===== src/rtl/mem_arbiter.sv =====
// Two-port byte RAM arbiter: serialises port 0 / port 1 accesses one byte at a time
// with a req/ack handshake per port and registered RAM address, data and write strobe.
module mem_arbiter #(
  parameter int unsigned ADDR_WIDTH     = 9,
  parameter int unsigned MEM_LATENCY    = 1,
  parameter int unsigned FIXED_PRIORITY = 0
) (
  input  logic                  clk,
  input  logic                  reset,
  input  logic                  p0_req_i,
  input  logic                  p0_we_i,
  input  logic [ADDR_WIDTH-1:0] p0_addr_i,
  input  logic [7:0]            p0_wdata_i,
  output logic                  p0_ack_o,
  output logic [7:0]            p0_rdata_o,
  input  logic                  p1_req_i,
  input  logic                  p1_we_i,
  input  logic [ADDR_WIDTH-1:0] p1_addr_i,
  input  logic [7:0]            p1_wdata_i,
  output logic                  p1_ack_o,
  output logic [7:0]            p1_rdata_o,
  output logic [ADDR_WIDTH-1:0] mem_raddr_o,
  output logic [ADDR_WIDTH-1:0] mem_waddr_o,
  output logic [7:0]            mem_data_in_o,
  output logic                  mem_write_o,
  input  logic [7:0]            mem_data_out_i,
  output logic                  busy_o,
  output logic                  grant_o
);

  localparam int unsigned CntW = (MEM_LATENCY > 0) ? $clog2(MEM_LATENCY + 1) : 1;
  localparam logic [CntW-1:0] CntLast = CntW'(MEM_LATENCY);

  localparam logic [1:0] StIdle  = 2'd0;
  localparam logic [1:0] StRead  = 2'd1;
  localparam logic [1:0] StWrite = 2'd2;
  localparam logic [1:0] StDone  = 2'd3;

  logic [1:0]            state_q, state_d;
  logic [CntW-1:0]       cnt_q, cnt_d;
  logic                  sel_q, sel_d;
  logic                  last_q, last_d;
  logic                  grant_q, grant_d;
  logic                  ack0_q, ack0_d;
  logic                  ack1_q, ack1_d;
  logic [7:0]            rdata0_q, rdata0_d;
  logic [7:0]            rdata1_q, rdata1_d;
  logic [ADDR_WIDTH-1:0] raddr_q, raddr_d;
  logic [ADDR_WIDTH-1:0] waddr_q, waddr_d;
  logic [7:0]            wdata_q, wdata_d;
  logic                  mem_write_q, mem_write_d;

  logic                  pick;
  logic                  pick_we;
  logic [ADDR_WIDTH-1:0] pick_addr;
  logic [7:0]            pick_wdata;

  // On contention round-robin favours the port that did not win last time.
  always_comb begin
    pick = 1'b0;
    if (p0_req_i && p1_req_i) begin
      pick = (FIXED_PRIORITY != 0) ? 1'b0 : ~last_q;
    end else begin
      pick = p1_req_i;
    end
    pick_we    = pick ? p1_we_i    : p0_we_i;
    pick_addr  = pick ? p1_addr_i  : p0_addr_i;
    pick_wdata = pick ? p1_wdata_i : p0_wdata_i;
  end

  always_comb begin
    state_d     = state_q;
    cnt_d       = cnt_q;
    sel_d       = sel_q;
    last_d      = last_q;
    grant_d     = grant_q;
    ack0_d      = 1'b0;
    ack1_d      = 1'b0;
    rdata0_d    = rdata0_q;
    rdata1_d    = rdata1_q;
    raddr_d     = raddr_q;
    waddr_d     = waddr_q;
    wdata_d     = wdata_q;
    mem_write_d = 1'b0;
    case (state_q)
      StIdle: begin
        if (p0_req_i || p1_req_i) begin
          sel_d   = pick;
          grant_d = pick;
          last_d  = pick;
          if (pick_we) begin
            state_d     = StWrite;
            waddr_d     = pick_addr;
            wdata_d     = pick_wdata;
            mem_write_d = 1'b1;
          end else begin
            state_d = StRead;
            raddr_d = pick_addr;
            cnt_d   = '0;
          end
        end
      end
      StWrite: begin
        state_d = StDone;
        ack0_d  = ~sel_q;
        ack1_d  = sel_q;
      end
      StRead: begin
        // RAM output is valid in the last read cycle; capture it for the granted port.
        if (cnt_q == CntLast) begin
          state_d = StDone;
          ack0_d  = ~sel_q;
          ack1_d  = sel_q;
          if (sel_q) begin
            rdata1_d = mem_data_out_i;
          end else begin
            rdata0_d = mem_data_out_i;
          end
        end else begin
          cnt_d = cnt_q + 1'b1;
        end
      end
      StDone: begin
        state_d = StIdle;
      end
      default: begin
        state_d = StIdle;
      end
    endcase
  end

  always_ff @(posedge clk) begin
    if (reset) begin
      state_q     <= StIdle;
      cnt_q       <= '0;
      sel_q       <= 1'b0;
      last_q      <= 1'b1;
      grant_q     <= 1'b0;
      ack0_q      <= 1'b0;
      ack1_q      <= 1'b0;
      rdata0_q    <= '0;
      rdata1_q    <= '0;
      raddr_q     <= '0;
      waddr_q     <= '0;
      wdata_q     <= '0;
      mem_write_q <= 1'b0;
    end else begin
      state_q     <= state_d;
      cnt_q       <= cnt_d;
      sel_q       <= sel_d;
      last_q      <= last_d;
      grant_q     <= grant_d;
      ack0_q      <= ack0_d;
      ack1_q      <= ack1_d;
      rdata0_q    <= rdata0_d;
      rdata1_q    <= rdata1_d;
      raddr_q     <= raddr_d;
      waddr_q     <= waddr_d;
      wdata_q     <= wdata_d;
      mem_write_q <= mem_write_d;
    end
  end

  assign p0_ack_o      = ack0_q;
  assign p1_ack_o      = ack1_q;
  assign p0_rdata_o    = rdata0_q;
  assign p1_rdata_o    = rdata1_q;
  assign mem_raddr_o   = raddr_q;
  assign mem_waddr_o   = waddr_q;
  assign mem_data_in_o = wdata_q;
  assign mem_write_o   = mem_write_q;
  assign busy_o        = (state_q != StIdle);
  assign grant_o       = grant_q;

endmodule

===== config.mk =====
export PLATFORM = sky130hd
export DESIGN_NAME = mem_arbiter
export DESIGN_NICKNAME = d
export VERILOG_FILES = /design/src/rtl/mem_arbiter.sv
export SDC_FILE = /design/constraint.sdc
export NUM_CORES = 1
export LEC_CHECK = 0
export ABC_AREA = 1
export CORE_ASPECT_RATIO = 1.1
export CORE_MARGIN = 2
export CORE_UTILIZATION = 25
export CTS_BUF_LIST = sky130_fd_sc_hd__clkbuf_4 sky130_fd_sc_hd__clkbuf_8 sky130_fd_sc_hd__clkbuf_16
export DETAILED_ROUTE_END_ITERATION = 16
export DONT_BUFFER_PORTS = 1
export HOLD_SLACK_MARGIN = 0.1
export PLACE_DENSITY = 0.42
export SYNTH_ARGS = -nofsm -noshare
export SYNTH_HDL_FRONTEND = slang
export SYNTH_SLANG_ARGS = --single-unit

===== constraint.sdc =====
create_clock -name clk -period 1.76 [get_ports clk]
set_input_delay 0.528 -clock clk [delete_from_list [all_inputs] [get_ports clk]]
set_output_delay 0.528 -clock clk [all_outputs]
set_load 0.005 [all_outputs]

==> impl_metrics.csv, run 1 <==
group,metric,value,unit
status,outcome,"complete, no violations",
drt,residual_drc,0,
final_layout,number_of_nets_in_the_finished_design,430,
logic_synthesis,synth_area_per_cell,6.51,sq um
floorplanning,core_area,9440,sq um
logic_synthesis,synthDistinctLibCells,21,
placement,preCtsSetupSlack,0.117,ns
power,pint,2.03,mW
floorplanning,pin_count,95,
logic_synthesis,mappedNetlistArea,2450,sq um
power,worst_ir_drop_vdd,0.346,mV
final_layout,diodes,0,
cts,cts-root-to-sink-buffers,2,
logic_synthesis,synth-seq-area-share,40.8,%
power,p_comb_share,33.4,%
logic_synthesis,yosysWarningCount,0,
cts,cts_setup_buffers,0,
power,clock_power_share,21.5,%
drt,starting_drt_drc_count,61,
floorplanning,die_height,108,microns
power,switching_share,39.6,%
worst_setup_path,crit_path_start_kind,"register",
global_routing,grt_use_met2,22.1,%
global_routing,first_pass_grt_wire_length,10700,microns
logic_synthesis,number_of_enable_flip_flop_cells_after_synthesis,0,
logic_synthesis,synth_top_cells_by_area,"sky130_fd_sc_hd__dfxtp_1 (41%), sky130_fd_sc_hd__nand2_1 (17%), sky130_fd_sc_hd__inv_1 (8.9%), sky130_fd_sc_hd__nor2_1 (8.7%), sky130_fd_sc_hd__nand3_1 (8.2%)",
final_layout,area.growth.synth_to_final,10.1,%
worst_setup_path,path_max_fanout,5,
global_routing,grt_max_degree,27,
logic_synthesis,synth.most_common_cell,"sky130_fd_sc_hd__nand2_1",
cts,cts.sink_count,50,
logic_synthesis,synth_cells,377,
global_routing,grt_antenna_before_repair,0,
placement,placed_wire_length_estimate_after_detailed_placement,5000,microns
cts,tritoncts,"done",
worst_setup_path,slowest_stage,"sky130_fd_sc_hd__dfxtp_1",
cts,cts.clk_slew.worst_paths,0.11,ns
sta,max_slew_violation_count,0,
hold_path,worstHoldPathType,"primary input to register",
sta,post-route-min-period,1.62,ns
cts,buffer_cell_driving_the_clock_tree_root,"sky130_fd_sc_hd__clkbuf_8",
floorplanning,initial_utilization,26.0,%
sta,setup_viol,0,
drt,vias_per_cell,4.32,
sta,sum_of_negative_setup_slack,0,ns
global_routing,grt_util_all_layers,12.7,%
cts,cts_htree_levels,2,
drt,number_of_iterations_in_the_first_detailed_routing_pass,4,
cts,tritoncts.num_buffers,5,
worst_setup_path,cp_class,"register to primary output",
final_layout,drive_above_1_share,7.39,%
sta,final.setup.worst_slack,0.136,ns
global_routing,grt_remaining_overflow,0,
worst_setup_path,timing.critical_path.slowest_cell_delay,0.37,ns
sta,hold_viol_final,0,
sta,max_slew_margin,66.6,%
worst_setup_path,kind_of_cell_adding_the_most_delay_to_the_critical_path,"flip-flops",
sta,final_min_period_over_clock_period,92.3,%
worst_setup_path,cp_data_required_time,1.23,ns
logic_synthesis,synth_ff_type,"sky130_fd_sc_hd__dfxtp_1",
global_routing,grt_util_met3,5.69,%
sta,clock-skew-final,0.00963,ns
worst_setup_path,crit_path_cell_trace,"inv_1 -> ha_2 -> inv_2",
logic_synthesis,ys_seq_elements,50,
worst_setup_path,arrival,1.10,ns
global_routing,met1_usage,14.0,%
power,power.share.sequential,45.1,%
power,switchingPower,1.33,mW
sta,grt_setup_unrepaired,"no",
logic_synthesis,synth-async-reset-ratio,0,%
drt,routedWlPerCell,13.3,microns
drt,via_count,2144,
placement,place_congestion,0.777,
logic_synthesis,yosys.area.top_type,"sky130_fd_sc_hd__dfxtp_1",
global_routing,grt_pass1_vias,2172,
power,cellLeakagePower,1.35,nW
final_layout,final.fill_count,1101,
global_routing,grt.busiest_layer,"met2",
run,drv_cap,0,
sta,max_freq,616,MHz
floorplanning,die_w,98.5,microns
placement,portBuffers,0,
drt,route.final.wire_length,6600,microns
power,pwr_per_cell_area,1240,nW/um^2
worst_setup_path,worst_setup_path_end_kind,"primary output",
sta,timing_worst_slew_pin_value,0.501,ns
logic_synthesis,synth.top_cells.by_count,"sky130_fd_sc_hd__nand2_1 (110), sky130_fd_sc_hd__inv_1 (58), sky130_fd_sc_hd__nor2_1 (57)",
floorplanning,fp-row-count,37,
logic_synthesis,synth_fp_nets,429,
floorplanning,die_area,10600,sq um
logic_synthesis,yosys.area.top_type_share,40.8,%
cts,insertion_delay,0.31,ns
worst_setup_path,crit_buf_inv,2,
drt,drtAntennaViolNets,0,
==> layout make-up <==
cell class                 instances  area, sq um  share of cell area, %
multi-input combinational        250         1150                   42.6
sequential                        50         1000                   37.0
inverter                          63          236                   8.75
tap                              117          146                   5.42
timing repair buffer               8         72.6                   2.69
clock buffer                       5         68.8                   2.55
clock inverter                     3         25.0                  0.926
==> power groups by stage <==
stage	logic (mW)	clock network, mW	registers [mW]
3_3_place_gp	1.11	0	1.55
5_1_grt	1.33	0.805	1.54
4_1_cts	1.14	0.761	1.52
6_report	1.12	0.722	1.51
2_1_floorplan	0.935	0	1.48
3_5_place_dp	1.13	0	1.55
==> logic make-up (layout without fill, tap and decap cells) <==
family	Yosys count	in the layout	share of synthesized area [%]
compound gates	21	21	4.38
flops	50	50	40.8
simple gates	225	225	40.4
buf+inv	77	79	12.4
fa+ha+maj	4	4	2.04
==> worst paths after layout <==
| check | from | to | slack (ns) | depth (start not counted) |
|---|---|---|---|---|
| worst max-delay path | state_q[0]$_SDFFE_PP0P_ | busy_o | 0.14 | 3 |
| worst max register to register | state_q[1]$_SDFFE_PP0P_ | mem_waddr_o[0]$_SDFFE_PP0P_ | 0.20 | 8 |
| worst min register to register | last_q$_SDFFE_PP1P_ | last_q$_SDFFE_PP1P_ | 0.47 | 2 |
| worst min-delay path | reset | p1_rdata_o[6]$_SDFFE_PP0P_ | 0.26 | 1 |
==> state kept, by name (all words and copies together), names as in the netlist <==
name,flops
mem_raddr_o,9
mem_waddr_o,9
mem_data_in_o,8
p0_rdata_o,8
p1_rdata_o,8
state_q,2
cnt_q,1
grant_o,1
last_q,1
mem_write_o,1
p0_ack_o,1
p1_ack_o,1
==> layer usage <==
layer | vias up | part of all wire, %
met1 | 936 | 41
met4 | 0 | 1.0
met5 | - | 0
li1 | 1136 | -
met3 | 6 | 10
met2 | 66 | 47
==> stage by stage <==
step | total power, mW | hold WS, ns | instance area (sq um) | cells | util (%)
floorplan | 2.41 | 0.429 | 2450 | 377 | -
global placement | 2.66 | 0.449 | 2610 | 488 | 27.6
detailed placement | 2.67 | 0.444 | 2610 | 488 | 27.6
CTS | 3.42 | 0.250 | 2700 | 496 | 28.6
global route | 3.68 | 0.240 | 2700 | 496 | 28.6
finish | 3.35 | 0.264 | 2700 | 496 | 28.6
==> repair_timing <==
item,CTS,global route
hold buffers,0,0
endpoints found under the setup margin,0,14
gates resized for setup,0,2
==> cell usage in the layout, fill, tap and decap left out, drive strengths merged <==
cell | synthesis | routed
dfxtp | 50 | 50
nand3b | 10 | 10
clkinv | 2 | 3
nand2 | 114 | 114
nor4 | 1 | 1
clkbuf | 5 | 5
clkinvlp | 0 | 1
a21boi | 1 | 1
nand3 | 42 | 42
ha | 4 | 4
nor2 | 58 | 58
inv | 61 | 62
a21oi | 12 | 12
o21ai | 8 | 8
buf | 9 | 8
Power figures use the tool's default switching activity.
==> inputs of run 2 (changes only) <==
--- a/config.mk
+++ b/config.mk
@@ -6,14 +6,14 @@
 export NUM_CORES = 1
 export LEC_CHECK = 0
 export ABC_AREA = 1
+export BUFFER_PORTS_ARGS = -buffer_cell sky130_fd_sc_hd__buf_4
 export CORE_ASPECT_RATIO = 1.1
 export CORE_MARGIN = 2
 export CORE_UTILIZATION = 25
 export CTS_BUF_LIST = sky130_fd_sc_hd__clkbuf_4 sky130_fd_sc_hd__clkbuf_8 sky130_fd_sc_hd__clkbuf_16
 export DETAILED_ROUTE_END_ITERATION = 16
-export DONT_BUFFER_PORTS = 1
 export HOLD_SLACK_MARGIN = 0.1
-export PLACE_DENSITY = 0.42
+export PLACE_DENSITY = 0.51
 export SYNTH_ARGS = -nofsm -noshare
 export SYNTH_HDL_FRONTEND = slang
 export SYNTH_SLANG_ARGS = --single-unit
==> impl_metrics.csv, run 2 (synthesis results as in run 1) <==
group,metric,value,unit
final_layout,most_frequent_standard_cell_in_the_layout_excluding_fill_and_tap_cells,"sky130_fd_sc_hd__nand2_1",
drt,routedWlPerCell,12.1,microns
global_routing,grt_pass1_vias,2468,
drt,starting_drt_drc_count,61,
status,outcome,"complete, no violations",
final_layout,fin_cells,594,
final_layout,area.growth.synth_to_final,40.4,%
run,drv_cap,0,
sta,max_slew_margin,80.5,%
final_layout,drive_above_1_share,26.6,%
cts,cts.clk_slew.worst_paths,0.10,ns
cts,insertion_delay,0.30,ns
worst_setup_path,timing.rr.end,"mem_waddr_o[0]$_SDFFE_PP0P_",
sta,sum_of_negative_setup_slack,0,ns
worst_setup_path,cp_class,"register to primary output",
worst_setup_path,rr_startpoint,"state_q[0]$_SDFFE_PP0P_",
hold_path,min-delay-start,"mem_data_out_i[1]",
floorplanning,initial_utilization,26.0,%
sta,clock-skew-final,0.00574,ns
floorplanning,fp-row-count,37,
hold_path,hold-path-cell-count,3,
worst_setup_path,kind_of_cell_adding_the_most_delay_to_the_critical_path,"flip-flops",
cts,cts_htree_levels,2,
sta,max_slew_violation_count,0,
placement,dp.cells,586,
drt,via_count,2516,
floorplanning,die_w,98.5,microns
placement,portBuffers,94,
placement,place_congestion,0.765,
sta,max_freq,596,MHz
cts,tritoncts,"done",
worst_setup_path,cp_data_required_time,1.23,ns
power,cellLeakagePower,1.85,nW
final_layout,final.fill_count,1060,
cts,tritoncts.num_buffers,5,
drt,route.final.wire_length,7200,microns
drt,number_of_iterations_in_the_first_detailed_routing_pass,4,
floorplanning,die_area,10600,sq um
sta,setup_viol,0,
worst_setup_path,crit_path_cell_trace,"inv_1 -> ha_1 -> inv_2 -> buf_4",
placement,placed_wire_length_estimate_after_detailed_placement,5610,microns
worst_setup_path,crit_path_start_kind,"register",
power,pwr_per_cell_area,1110,nW/um^2
drt,vias_per_cell,4.24,
global_routing,grt_remaining_overflow,0,
worst_setup_path,timing.critical_path.slowest_cell_delay,0.35,ns
sta,final_min_period_over_clock_period,95.4,%
global_routing,grt_antenna_before_repair,0,
floorplanning,pin_count,95,
final_layout,number_of_nets_in_the_finished_design,528,
hold_path,worstHoldPathType,"primary input to register",
drt,drtAntennaViolNets,0,
floorplanning,core_area,9440,sq um
global_routing,grt_util_all_layers,13.7,%
hold_path,min_to,"p0_rdata_o[1]$_SDFFE_PP0P_",
sta,timing_worst_slew_pin_value,0.292,ns
power,worst_ir_drop_vdd,0.427,mV
sta,grt_setup_unrepaired,"no",
worst_setup_path,r2r_cells,8,
worst_setup_path,slowest_stage,"sky130_fd_sc_hd__dfxtp_2",
worst_setup_path,crit_buf_inv,3,
cts,cts.sink_count,50,
cts,post_cts_hold_buffers,0,
cts,buffer_cell_driving_the_clock_tree_root,"sky130_fd_sc_hd__clkbuf_8",
worst_setup_path,reg2reg_slack,0.26,ns
sta,whs,0.461,ns
floorplanning,die_height,108,microns
final_layout,diodes,0,
global_routing,grt_max_degree,27,
cts,cts-root-to-sink-buffers,2,
drt,residual_drc,0,
sta,hold_viol_final,0,
sta,post-route-min-period,1.68,ns
final_layout,most-common-layout-cells,"sky130_fd_sc_hd__nand2_1 (110), sky130_fd_sc_hd__buf_4 (106), sky130_fd_sc_hd__inv_1 (57), sky130_fd_sc_hd__nor2_1 (57), sky130_fd_sc_hd__dfxtp_1 (48)",
worst_setup_path,arrival,1.15,ns
global_routing,first_pass_grt_wire_length,11800,microns
worst_setup_path,worst_setup_path_end_kind,"primary output",
worst_setup_path,path_max_fanout,3,
## run 2: cell count changes in the layout (fill, tap and decap cells not counted)
cell / before / now
sky130_fd_sc_hd__dfxtp_2: 0 / 2
sky130_fd_sc_hd__clkinv_4: 1 / 0
sky130_fd_sc_hd__bufinv_16: 0 / 1
sky130_fd_sc_hd__buf_12: 1 / 0
sky130_fd_sc_hd__buf_4: 7 / 106
sky130_fd_sc_hd__clkbuf_4: 0 / 1
sky130_fd_sc_hd__dfxtp_1: 50 / 48
sky130_fd_sc_hd__ha_2: 1 / 0
sky130_fd_sc_hd__ha_1: 3 / 4
sky130_fd_sc_hd__inv_6: 1 / 0
## run 2: final cells by class
cell class	instances	area (sq um)	area share [%]
multi-input combinational	250	1150	33.4
sequential	50	1000	29.1
timing repair buffer	106	796	23.1
inverter	63	236	6.86
tap	117	146	4.25
clock buffer	6	76.3	2.21
clock inverter	2	37.5	1.09
## run 2: worst min-delay path, cell delays in order
cell and delay [ns]:
sky130_fd_sc_hd__buf_4 0.09, sky130_fd_sc_hd__nor2_1 0.04, sky130_fd_sc_hd__nor2_1 0.08
## run 2: timing repair
item / 4_1_cts / 5_1_grt
gates resized for setup: 1 / 2
buffers inserted: 0 / 0
setup endpoints to repair: 1 / 1
## run 2: where the power goes
part           switching [mW]  internal (mW)
clock                   0.392          0.440
combinational           0.852          0.687
sequential              0.122           1.34
## run 2: stage by stage
stage	util, %	power, mW	setup slack (ns)	cell area, sq um
after CTS	36.5	3.91	0.0143	3440
after global routing	36.5	4.19	0.00888	3450
after floorplan	-	2.41	0.289	2450
final	36.5	3.84	0.0811	3450
after global placement	35.3	3.03	0.0948	3330
after detailed placement	35.3	3.05	0.0425	3330
## run 2: worst max-delay path by stage
stage,startpoint,to,slack (ns),cells past startpoint
after floorplan,p0_req_i,mem_raddr_o[8]$_SDFFE_PP0P_,0.29,8
after global placement,p0_req_i,mem_data_in_o[1]$_SDFFE_PP0P_,0.09,9
after detailed placement,p0_req_i,mem_data_in_o[7]$_SDFFE_PP0P_,0.04,9
after CTS,state_q[1]$_SDFFE_PP0P_,busy_o,0.01,4
after global routing,state_q[0]$_SDFFE_PP0P_,busy_o,0.009,4
final,state_q[0]$_SDFFE_PP0P_,busy_o,0.08,4
## run 2: routing by layer
layer,wire (microns),share of wire (%),GRT usage (%)
met5,0,0,0
met4,44,0.61,3.42
met3,601,8.4,4.65
met2,3350,47,22.9
met1,3200,44,17.1
==> inputs of run 3 (changes only) <==
--- a/config.mk
+++ b/config.mk
@@ -7,13 +7,15 @@
 export LEC_CHECK = 0
 export ABC_AREA = 1
 export BUFFER_PORTS_ARGS = -buffer_cell sky130_fd_sc_hd__buf_4
+export CELL_PAD_IN_SITES_DETAIL_PLACEMENT = 0
+export CELL_PAD_IN_SITES_GLOBAL_PLACEMENT = 1
 export CORE_ASPECT_RATIO = 1.1
 export CORE_MARGIN = 2
 export CORE_UTILIZATION = 25
 export CTS_BUF_LIST = sky130_fd_sc_hd__clkbuf_4 sky130_fd_sc_hd__clkbuf_8 sky130_fd_sc_hd__clkbuf_16
 export DETAILED_ROUTE_END_ITERATION = 16
 export HOLD_SLACK_MARGIN = 0.1
-export PLACE_DENSITY = 0.51
+export PLACE_DENSITY = 0.67
 export SYNTH_ARGS = -nofsm -noshare
 export SYNTH_HDL_FRONTEND = slang
 export SYNTH_SLANG_ARGS = --single-unit
==> impl_metrics.csv, run 3 (synthesis results as in run 1) <==
group,metric,value,unit
status,outcome,"complete, no violations",
global_routing,grt_pass1_vias,2405,
worst_setup_path,cp_class,"register to primary output",
power,p_comb_share,40.2,%
worst_setup_path,path_max_fanout,5,
floorplanning,initial_utilization,26.0,%
final_layout,drive_above_1_share,26.7,%
sta,clock-skew-final,0.00913,ns
floorplanning,die_w,98.5,microns
floorplanning,die_height,108,microns
cts,cts.sink_count,50,
power,cellLeakagePower,1.85,nW
sta,final_min_period_over_clock_period,95.9,%
sta,timing_worst_slew_pin_value,0.299,ns
cts,cts.clk_slew.worst_paths,0.10,ns
worst_setup_path,crit_path_start_kind,"register",
final_layout,finish.utilization,36.5,%
sta,grt_setup_unrepaired,"no",
final_layout,diodes,0,
drt,number_of_iterations_in_the_first_detailed_routing_pass,4,
drt,route.final.wire_length,7370,microns
worst_setup_path,worst_setup_path_end_kind,"primary output",
placement,portBuffers,94,
global_routing,grt_antenna_before_repair,0,
cts,tritoncts,"done",
placement,placed_wire_length_estimate_after_detailed_placement,5480,microns
worst_setup_path,cp_data_required_time,1.23,ns
final_layout,most-common-layout-cells,"sky130_fd_sc_hd__nand2_1 (110), sky130_fd_sc_hd__buf_4 (105), sky130_fd_sc_hd__inv_1 (57), sky130_fd_sc_hd__nor2_1 (57), sky130_fd_sc_hd__dfxtp_1 (48)",
drt,drtAntennaViolNets,0,
cts,cts-root-to-sink-buffers,2,
drt,routedWlPerCell,12.4,microns
floorplanning,fp-row-count,37,
power,switchingPower,1.40,mW
cts,cts_setup_buffers,0,
power,worst_ir_drop_vdd,0.325,mV
power,pwr_per_cell_area,1120,nW/um^2
drt,via_count,2503,
power,power.share.sequential,38.0,%
placement,placedInstanceArea,3320,sq um
global_routing,grt_max_degree,27,
floorplanning,pin_count,95,
power,clock_power_share,21.8,%
drt,vias_per_cell,4.22,
cts,buffer_cell_driving_the_clock_tree_root,"sky130_fd_sc_hd__clkbuf_8",
power,pint,2.45,mW
global_routing,first_pass_grt_wire_length,11900,microns
sta,hold_viol_final,0,
sta,setup_viol,0,
placement,place_congestion,0.803,
final_layout,design_area,3450,sq um
hold_path,worstHoldPathType,"primary input to register",
sta,max_freq,593,MHz
floorplanning,core_area,9440,sq um
global_routing,grt_remaining_overflow,0,
final_layout,number_of_nets_in_the_finished_design,527,
sta,post-route-min-period,1.69,ns
sta,max_slew_violation_count,0,
worst_setup_path,arrival,1.16,ns
final_layout,most_frequent_standard_cell_in_the_layout_excluding_fill_and_tap_cells,"sky130_fd_sc_hd__nand2_1",
cts,post_cts_hold_buffers,0,
cts,tritoncts.num_buffers,5,
floorplanning,die_area,10600,sq um
drt,starting_drt_drc_count,89,
run,drv_cap,0,
sta,sum_of_negative_setup_slack,0,ns
cts,cts_htree_levels,2,
power,fin_total_pwr,3.85,mW
power,switching_share,36.3,%
global_routing,grt_util_all_layers,13.9,%
drt,residual_drc,0,
sta,max_slew_margin,80.0,%
cts,insertion_delay,0.31,ns
sta,whs,0.449,ns
final_layout,area.growth.synth_to_final,40.5,%
[run 3: cell types whose count changed in the layout (fill, tap and decap cells not counted)]
cell and delta:
sky130_fd_sc_hd__buf_4 -1, sky130_fd_sc_hd__clkbuf_4 -1, sky130_fd_sc_hd__clkinv_2 +1, sky130_fd_sc_hd__clkinvlp_4 -1, sky130_fd_sc_hd__ha_1 -1, sky130_fd_sc_hd__ha_4 +1
sky130_fd_sc_hd__inv_6 +1
[run 3: per-stage QoR]
step,instances,setup slack [ns]
global placement,585,0.0910
floorplan,377,0.289
CTS,593,0.0244
finish,593,0.0725
global route,593,0.00375
detailed placement,585,0.0771
[run 3: path summary, 6_finish.rpt]
path | cells after the start | to | slack, ns | start
worst max register to register | 8 | mem_waddr_o[6]$_SDFFE_PP0P_ | 0.29 | state_q[0]$_SDFFE_PP0P_
worst max-delay path | 4 | busy_o | 0.07 | state_q[0]$_SDFFE_PP0P_
worst min register to register | 2 | p1_rdata_o[7]$_SDFFE_PP0P_ | 0.47 | p1_rdata_o[7]$_SDFFE_PP0P_
worst min-delay path | 3 | p0_rdata_o[1]$_SDFFE_PP0P_ | 0.45 | mem_data_out_i[1]
[run 3: area by class of cell]
type	instances	area, sq um
clock buffers	5	68.8
well taps	117	146
repair buffers	105	788
inverters	63	236
multi-input cells	250	1160
clock inverters	3	43.8
flip-flops and latches	50	1000
fillers	1040	5990
[run 3: per-layer routing]
metal	part of all wire [%]	vias to the layer above	wire length, microns	GRT usage [%]
met4	0.77	0	57	3.52
met5	0	-	0	0
met1	43	1094	3190	17.0
met3	9.0	6	662	5.04
li1	-	1332	-	-
met2	47	71	3460	23.4
[run 3: repair_timing]
| item | 4_1_cts | 5_1_grt |
|---|---|---|
| endpoints found under the setup margin | 1 | 1 |
| gates resized for setup | 2 | 3 |
| pin swaps | 0 | 0 |
| hold endpoints to repair | 0 | 0 |
[run 3: power by group through the flow]
| stage | clock (mW) | combinational (mW) | sequential (mW) |
|---|---|---|---|
| global placement | 0 | 1.54 | 1.48 |
| finish | 0.839 | 1.55 | 1.46 |
| detailed placement | 0 | 1.55 | 1.49 |
| CTS | 0.879 | 1.56 | 1.46 |
| global route | 0.924 | 1.77 | 1.49 |
| floorplan | 0 | 0.935 | 1.48 |
[run 3: worst max-delay path: stages (launching register included)]
cell	delay, ns
sky130_fd_sc_hd__dfxtp_2	0.34
sky130_fd_sc_hd__inv_1	0.14
sky130_fd_sc_hd__ha_4	0.18
sky130_fd_sc_hd__inv_2	0.05
sky130_fd_sc_hd__buf_4	0.14
